## src/rtl/uart_tx_cfg.sv

```systemverilog
`default_nettype none
// ============================================================================
//  Module      : uart_tx_cfg
//  Description : Configurable UART transmitter. It sends a start bit, then
//                DATA_BITS data bits LSB first, an optional even or odd
//                parity bit, and 1 or 2 stop bits. Each bit lasts
//                CLKS_PER_BIT clock cycles.
//  Revision    : 1.0 - initial release
// ============================================================================
module uart_tx_cfg #(
    parameter int CLKS_PER_BIT = 5208,
    parameter int DATA_BITS    = 8,
    parameter int PARITY_EN    = 0,
    parameter int PARITY_ODD   = 0,
    parameter int STOP_BITS    = 1
) (
    input  logic                 clk,
    input  logic                 rst_n,
    input  logic                 dataValid,
    input  logic [DATA_BITS-1:0] inputByte,
    output logic                 oReady,
    output logic                 serial,
    output logic                 oActive,
    output logic                 oDone
);

    // The bit counter must hold CLKS_PER_BIT-1. It is at least 1 bit wide so
    // that CLKS_PER_BIT=1 still gives a legal vector.
    localparam int c_cnt_w = (CLKS_PER_BIT > 1) ? $clog2(CLKS_PER_BIT) : 1;
    localparam int c_idx_w = $clog2(DATA_BITS);
    localparam logic [c_cnt_w-1:0] c_bit_last  = c_cnt_w'(CLKS_PER_BIT - 1);
    localparam logic [c_idx_w-1:0] c_idx_last  = c_idx_w'(DATA_BITS - 1);
    localparam logic               c_stop_last = (STOP_BITS == 2);

    // Reject configurations the datapath cannot represent.
    if (DATA_BITS < 5 || DATA_BITS > 9) begin : g_bad_data_bits
        $error("uart_tx_cfg: DATA_BITS must be in 5..9");
    end
    if (STOP_BITS < 1 || STOP_BITS > 2) begin : g_bad_stop_bits
        $error("uart_tx_cfg: STOP_BITS must be 1 or 2");
    end
    if (CLKS_PER_BIT < 1) begin : g_bad_clks_per_bit
        $error("uart_tx_cfg: CLKS_PER_BIT must be at least 1");
    end

    typedef enum logic [2:0] {
        IDLE   = 3'd0,
        START  = 3'd1,
        DATA   = 3'd2,
        PARITY = 3'd3,
        STOP   = 3'd4,
        DONE   = 3'd5
    } state_t;

    state_t                 state_q,    state_d;
    logic [c_cnt_w-1:0]     bit_cnt_q,  bit_cnt_d;
    logic [c_idx_w-1:0]     data_idx_q, data_idx_d;
    logic                   stop_cnt_q, stop_cnt_d;
    logic [DATA_BITS-1:0]   data_q,     data_d;
    logic                   bit_end;
    logic                   parity_bit;

    assign bit_end    = (bit_cnt_q == c_bit_last);
    assign parity_bit = (^data_q) ^ (PARITY_ODD != 0);

    // State and datapath registers. The async reset returns the line to idle
    // at once, because serial is decoded directly from state_q.
    always_ff @(posedge clk or negedge rst_n) begin
        if (!rst_n) begin
            state_q    <= IDLE;
            bit_cnt_q  <= '0;
            data_idx_q <= '0;
            stop_cnt_q <= 1'b0;
            data_q     <= '0;
        end else begin
            state_q    <= state_d;
            bit_cnt_q  <= bit_cnt_d;
            data_idx_q <= data_idx_d;
            stop_cnt_q <= stop_cnt_d;
            data_q     <= data_d;
        end
    end

    // Next-state sequencing and per-state output decode.
    always_comb begin
        state_d    = state_q;
        bit_cnt_d  = bit_cnt_q;
        data_idx_d = data_idx_q;
        stop_cnt_d = stop_cnt_q;
        data_d     = data_q;
        oReady     = 1'b0;
        serial     = 1'b1;
        oActive    = 1'b0;
        oDone      = 1'b0;

        // Every bit period ends by clearing the counter; otherwise it counts up.
        if (bit_end) begin
            bit_cnt_d = '0;
        end else begin
            bit_cnt_d = bit_cnt_q + c_cnt_w'(1);
        end

        case (state_q)
            IDLE, DONE: begin
                oReady     = 1'b1;
                oDone      = (state_q == DONE);
                bit_cnt_d  = '0;
                data_idx_d = '0;
                stop_cnt_d = 1'b0;
                if (dataValid) begin
                    data_d  = inputByte;
                    state_d = START;
                end else begin
                    state_d = IDLE;
                end
            end
            START: begin
                oActive = 1'b1;
                serial  = 1'b0;
                if (bit_end) begin
                    state_d = DATA;
                end
            end
            DATA: begin
                oActive = 1'b1;
                serial  = data_q[data_idx_q];
                if (bit_end) begin
                    if (data_idx_q == c_idx_last) begin
                        data_idx_d = '0;
                        state_d    = (PARITY_EN != 0) ? PARITY : STOP;
                    end else begin
                        data_idx_d = data_idx_q + c_idx_w'(1);
                    end
                end
            end
            PARITY: begin
                oActive = 1'b1;
                serial  = parity_bit;
                if (bit_end) begin
                    state_d = STOP;
                end
            end
            STOP: begin
                oActive = 1'b1;
                if (bit_end) begin
                    if (stop_cnt_q == c_stop_last) begin
                        stop_cnt_d = 1'b0;
                        state_d    = DONE;
                    end else begin
                        stop_cnt_d = 1'b1;
                    end
                end
            end
            default: begin
                // Unused encodings recover to idle with the counters cleared.
                state_d    = IDLE;
                bit_cnt_d  = '0;
                data_idx_d = '0;
                stop_cnt_d = 1'b0;
            end
        endcase
    end

endmodule
`default_nettype wire
```

## config.mk

```make
export PLATFORM = sky130hd
export DESIGN_NAME = uart_tx_cfg
export DESIGN_NICKNAME = d
export VERILOG_FILES = /design/src/rtl/uart_tx_cfg.sv
export SDC_FILE = /design/constraint.sdc
export NUM_CORES = 1
export LEC_CHECK = 0
export CORE_MARGIN = 2
export CORE_UTILIZATION = 39
export DETAILED_ROUTE_END_ITERATION = 7
export PLACE_DENSITY = 0.63
export SLEW_MARGIN = 5
export SYNTH_ARGS = -nofsm -noshare
export SYNTH_HDL_FRONTEND = slang
export SYNTH_SLANG_ARGS = --single-unit
export TNS_END_PERCENT = 1
```

## constraint.sdc

```tcl
create_clock -name clk -period 1.7 [get_ports clk]
set_clock_uncertainty 0.1 [all_clocks]
set_input_delay 0.255 -clock clk [delete_from_list [all_inputs] [get_ports clk]]
set_output_delay 0.255 -clock clk [all_outputs]
set_load 0.03 [all_outputs]
```

==> results by group, run 1 <==
Floorplanning
  – IO Pins: 15
  – # rows: 22
  – Die Wd: 66.5 µm
  – Chip Height: 66.5 µm
  – Starting Density: 41.0%
  – DIE AREA: 4420 µm²
  – Core Area: 3720 µm²

Global routing
  – Total gr overflow: 0
  – Largest net degree at the start of global routing: 29
  – Global-route wire length before repair: 5310 µm
  – Vias in the first global route: 1168
  – All-Layer GR Usage: 15.9%
  – Antenna violations before repair: 0

Clocking
  – Clk buf depth: 2
  – Clock slew at reported path FFs: 0.10 ns
  – # clock sinks: 28
  – Post-CTS setup buffers: 0
  – Worst-Skew Late Latency: 0.28 ns
  – CTS Buf Count: 3
  – CTS tree: yes
  – # hold bufs at CTS: 0
  – CTS H-Tree Depth: 1
  – CTS root buf: clkbuf_8

Yosys
  – Cell count after synthesis: 143
  – Syn_area_per_cell: 10.7 µm²
  – Synthesized netlist net count: 157
  – Ys Warns: 0
  – Synth Register Bits: 28
  – Synth cell types: 39
  – Synth top area cells: dfrtp_1 46%, xnor2_1 9.2%, mux2_2 6.7%
  – Post-synth top area cell: dfrtp_1
  – Post-synthesis sequential area ratio: 46.0%
  – Yosys top cell area share: 46.0%
  – Post-Syn Area: 1520 µm²

Place
  – Placer Congestion: 0.835
  – Post-Place Cell Area: 1910 µm²
  – Port bufs: 14
  – Final HPWL DP: 2370 µm

Worst setup path
  – Reg2Reg Capture Point: data_q[6]
  – Slowest cell on crit path: mux4_2
  – Required time of the critical path: 1.34 ns
  – Critical Path Source: data_q[6]
  – Sum of buffers and inverters on the critical path: 1
  – Setup crit end kind: primary output
  – Top Family by Delay on Critical Path: multiplexers
  – CP Cell Sequence: mux4_2 > o211ai_1 > o221ai_2 > buf_6
  – CP peak stage delay: 0.47 ns
  – Worst r2r src: state_q[0]
  – Worst R2R Setup Slack: 0.04 ns
  – Critical path depth: 4
  – Crit Path Class: register to primary output
  – Critical Path Start Type: register
  – Worst Reg-to-Reg Cells: 5
  – Max Fanout on Critical Path: 3
  – Arrival time worst endpoint: 1.63 ns

Cells and area
  – # fillers: 336
  – Layout Nets: 199
  – ANT cells: 0
  – Proportion of layout cells with a drive suffix above 1: 30.4%
  – Final instance area: 2000 µm²
  – Area growth syn-to-layout: 31.4%

Route
  – Vias: 1176
  – Initial DRT Pass Iterations: 4
  – Drt drc: 0
  – Total wire length: 3120 µm
  – Antenna Violating Nets Remaining: 0
  – DRT iter0 DRCs: 79
  – Vias per inst: 5.07
  – Per-cell routed wire length: 13.4 µm

STA
  – Final setup violation count: 2
  – Slew of the pin with the lowest slew margin: 0.358 ns
  – Final period util: 117%
  – Final Hold Fails: 0
  – RSZ-0062 raised after global routing: true
  – Max frequency: 0.505 GHz
  – Max_slew headroom: 76.1%
  – Final worst setup slack: -0.282 ns
  – Final Max Tran Viols: 0
  – Crit path time final: 1.98 ns
  – Setup TNS: -0.415 ns

Min path
  – Worst min path class: input pin to async pin

Job
  – Maxcap violations: 0

Status
  – Status: finished with violations
  – Failing checks: setup timing

Power and ir drop
  – Worst VDD drop: 402 µV
  – Static leakage: 0.844 nW
  – PD cells: 1050 nW/µm²
[cell usage after synthesis]
cell and number:
o211ai_1 1, nand4_4 1, and3_1 2, inv_1 6
dfrtp_1 28, mux2i_1 2, nor3_2 1, and4bb_2 1
nor2b_1 2, a22o_1 1, a32oi_1 1, nand4_1 1
o22ai_1 3, xor2_1 3, o221ai_1 1, mux2_2 9
nand2_1 5, and4b_1 1, nand2b_1 3, nor2_1 17
buf_4 1, a31oi_1 2, o21ai_0 2, mux4_2 1
buf_2 1, nand3b_1 1, o32ai_1 3, a21oi_1 3
nor4_1 3, a22oi_1 1, and2_1 2, nor4b_2 1
nor3_1 2, clkbuf_1 2, ha_1 3, nor4_2 1
nand3_1 8, or3_1 1, xnor2_1 16
[worst reg2reg max path: stages, from the launching register on]
cell and delay, ns:
dfrtp_2 0.47, buf_6 0.15, xor2_1 0.17, nor3_2 0.16, buf_6 0.17, mux2_2 0.34
[registers in the layout, summed over array words and instances (netlist names)]
signal / cells
data_q: 8
stop_cnt_q: 1
state_q: 3
data_idx_q: 3
bit_cnt_q: 13
[how the worst max path moves through the flow]
stage | end | slack [ns]
floorplan | bit_cnt_q[10] | -0.01
CTS | serial | -0.31
finish | serial | -0.28
global route | serial | -0.36
detailed placement | serial | -0.42
global placement | serial | -0.40
[cell usage in the layout (no fill, tap or decap), types with 3 or more instances in the layout]
cell type / instances
buf_4: 26
nand2b_1: 3
mux2_2: 9
o22ai_1: 3
xnor2_1: 16
clkbuf_8: 4
xor2_1: 3
nor4_1: 3
clkdlybuf4s50_1: 10
ha_1: 3
nand2_1: 5
nor2_1: 17
a21oi_1: 3
inv_1: 6
dfrtp_1: 26
nand3_1: 7
buf_6: 5
o32ai_1: 3
[repair_timing]
item	CTS	global route
pin swaps	1	1
hold endpoints to repair	0	0
endpoints found under the setup margin	12	29
gates resized for setup	9	9
[cell type report]
cell class	count	area (µm²)	share of cell area (%)
Multi-Input combinational cell	105	811	40.5
Sequential cell	28	703	35.1
Clock buffer	4	55.1	2.75
Inverter	6	22.5	1.12
Timing Repair Buffer	41	352	17.6
Tap cell	48	60.1	3.00
[per-layer routing]
metal	share of wire [%]	vias up	global-route usage, %
met4	0.80	0	4.59
li1	-	591	-
met5	0	-	0
met3	2.7	3	2.53
met2	47	21	26.0
met1	49	561	21.7
[metrics by stage]
stage	total power [mW]	std cells	setup slack (ns)	util, %	hold slack (ns)
global placement	1.66	228	-0.401	51.3	0.364
floorplan	1.40	143	-0.0137	-	-0.141
CTS	2.13	232	-0.310	52.9	0.254
global route	2.25	232	-0.360	53.9	0.277
finish	2.11	232	-0.282	53.9	0.235
detailed placement	1.69	228	-0.419	51.3	0.385
[report_power, final]
group	internal, mW	switching [mW]	total (mW)
clock	0.208	0.217	0.424
sequential	0.791	0.114	0.905
combinational	0.445	0.336	0.781
[logic make-up (layout without fill, tap and decap cells)]
logic type                 Yosys count  count (layout)  synth area share, %
and+or+nand+nor                     53              53                 20.3
DFF                                 28              28                 46.0
xor gates and xnor gates            19              19                 10.9
AOI/OAI and AO/OA                   18              18                 8.13
muxes                               12              12                 9.44
buffers and inverters               10              51                 2.79
adders and majority gates            3               3                 2.46
No activity file was read; power rests on OpenSTA's default activity.
==> run 2, diff against run 1 <==
- CORE_UTILIZATION: 39 -> 44
- GPL_ROUTABILITY_DRIVEN: unset -> 0
- PLACE_DENSITY: 0.63 -> 0.7
==> results by group, run 2 (synthesis results as in run 1) <==
Min path
  – Worst min path class: input pin to async pin

Route
  – Per-cell routed wire length: 13.5 µm (+0.74%)
  – Initial DRT Pass Iterations: 4 (unchanged)
  – Vias: 1224 (+4.1%)
  – Drt drc: 0 (unchanged)
  – Total wire length: 3140 µm (+0.74%)
  – DRT iter0 DRCs: 36 (-54%)
  – Vias per inst: 5.28 (+4.1%)
  – Antenna Violating Nets Remaining: 0 (unchanged)

Floorplanning
  – Die Wd: 62.9 µm (-5.5%)
  – # rows: 21 (-4.5%)
  – Chip Height: 62.9 µm (-5.5%)
  – Core Area: 3340 µm² (-10%)
  – DIE AREA: 3950 µm² (-11%)
  – IO Pins: 15 (unchanged)
  – Starting Density: 45.7% (+4.7 points)

Global routing
  – Global-route wire length before repair: 5420 µm (+2.1%)
  – Vias in the first global route: 1232 (+5.5%)
  – M1 GR Usage: 21.6% (-0.11 points)
  – All-Layer GR Usage: 17.0% (+1.2 points)
  – Largest net degree at the start of global routing: 29 (unchanged)
  – Busiest grt layer: met2
  – Antenna violations before repair: 0 (unchanged)
  – GR Layer Usage met2: 29.7% (+3.7 points)
  – GR Util met3: 1.80% (-0.73 points)
  – Total gr overflow: 0 (unchanged)

Worst setup path
  – Required time of the critical path: 1.34 ns (about the same)
  – Worst Reg-to-Reg Cells: 5 (unchanged)
  – Arrival time worst endpoint: 1.70 ns (+0.07 ns)
  – Worst R2R Setup Slack: 0.05 ns (about the same)
  – Reg2Reg Capture Point: data_q[4]
  – Worst r2r src: state_q[0]
  – Setup crit end kind: primary output
  – Max Fanout on Critical Path: 2 (-1)
  – Critical Path Start Type: register
  – Crit Path Class: register to primary output

Cells and area
  – Area growth syn-to-layout: 32.1%
  – Register Area: 702 µm² (-0.18%)
  – Max FFs per register: 13 (unchanged)
  – Multi-input logic area: 835 µm² (+2.9%)
  – Biggest regs: bit_cnt_q: 13 flops, data_q: 8 flops
  – Most frequent cells in the layout: 29 x buf_4, 27 x dfrtp_1, 16 x nor2_1
  – Proportion of layout cells with a drive suffix above 1: 32.8% (+2.4 points)
  – # fillers: 279 (-17%)
  – Most flop-heavy register: bit_cnt_q
  – Non-Filler Instances: 232 (unchanged)
  – Final cell utilization of the core: 60.3% (+6.4 points)
  – Commonest non-fill, non-tap cell in the layout: buf_4
  – ANT cells: 0 (unchanged)
  – Layout Nets: 202 (+1.5%)

Clocking
  – CTS tree: yes
  – CTS H-Tree Depth: 1 (unchanged)
  – # clock sinks: 28 (unchanged)
  – CTS root buf: clkbuf_4
  – Clock slew at reported path FFs: 0.14 ns (+0.04 ns)
  – CTS Buf Count: 3 (unchanged)
  – Clk buf depth: 2 (unchanged)
  – Worst-Skew Late Latency: 0.32 ns (+0.04 ns)

STA
  – Crit path time final: 2.06 ns (+0.0741 ns)
  – Hold slack: 0.194 ns (-0.0412 ns)
  – Final setup violation count: 4 (+2)
  – Final period util: 121% (+4.4 points)
  – Final Max Tran Viols: 0 (unchanged)
  – Max_slew headroom: 76.0% (-0.091 points)
  – Slew of the pin with the lowest slew margin: 0.356 ns (-0.00191 ns)
  – Final Hold Fails: 0 (unchanged)
  – RSZ-0062 raised after global routing: true
  – Max frequency: 0.486 GHz (-3.6%)
  – Final worst setup slack: -0.356 ns (-0.0741 ns)

Status
  – Status: finished with violations
  – Failing checks: setup timing

Power and ir drop
  – Worst VDD drop: 623 µV (+55%)
  – PD cells: 984 nW/µm² (-6.6%)
  – PnR Total Power: 1.98 mW (-6.1%)
  – Static leakage: 0.866 nW (+2.6%)

Job
  – Maxcap violations: 0 (unchanged)

Place
  – Port bufs: 14 (unchanged)
  – Worst slack, placed: -0.434 ns (-0.0151 ns)
  – Placed insts: 227 (-0.44%)
  – Final HPWL DP: 2270 µm (-4.1%)
[run 2: power breakdown]
| group | leakage, nW | switching (mW) | internal, mW |
|---|---|---|---|
| sequential | 0.361 | 0.106 | 0.790 |
| clock | 0.0138 | 0.185 | 0.0830 |
| combinational | 0.491 | 0.348 | 0.469 |
| total | 0.866 | 0.638 | 1.34 |
[run 2: layer usage]
layer / vias to the layer above / wire (µm) / part of all wire [%]
met5: - / 0 / 0
met4: 0 / 40 / 1.3
met3: 4 / 55 / 1.8
met2: 12 / 1660 / 53
met1: 613 / 1380 / 44
li1: 595 / - / -
[run 2: timing repair]
item                       in CTS  in global routing
pin swaps                       2                  2
setup endpoints to repair       4                 19
hold buffers                    0                  0
resized for setup              16                  5
setup buffers                   1                  1
[run 2: layout make-up]
| cell class | count | area share [%] |
|---|---|---|
| Inverter | 6 | 1.12 |
| Sequential cell | 28 | 34.9 |
| Clock buffer | 3 | 1.12 |
| Multi-Input combinational cell | 105 | 41.5 |
| Tap cell | 46 | 2.86 |
| Timing Repair Buffer | 44 | 18.6 |
[run 2: metrics by stage]
stage                     TNS (ns)  instance area (µm²)
after floorplan             -0.123                 1530
after global placement      -0.411                 1910
after global routing        -0.788                 2010
after CTS                   -0.531                 1980
after detailed placement    -0.565                 1910
final                       -0.459                 2010
[run 2: worst max path at each step]
stage / from / end / slack (ns) / cells past startpoint
floorplan: state_q[0] / bit_cnt_q[10] / -0.01 / 5
global placement: data_q[6] / serial / -0.41 / 4
CTS: data_idx_q[1] / serial / -0.39 / 4
finish: data_idx_q[1] / serial / -0.36 / 4
global route: data_idx_q[1] / serial / -0.44 / 4
detailed placement: data_q[6] / serial / -0.43 / 4
[run 2: worst max-delay path: stages (launching register included)]
cell      delay, ns
dfrtp_1        0.40
mux4_2         0.51
o211ai_1       0.20
o221ai_2       0.12
buf_6          0.15
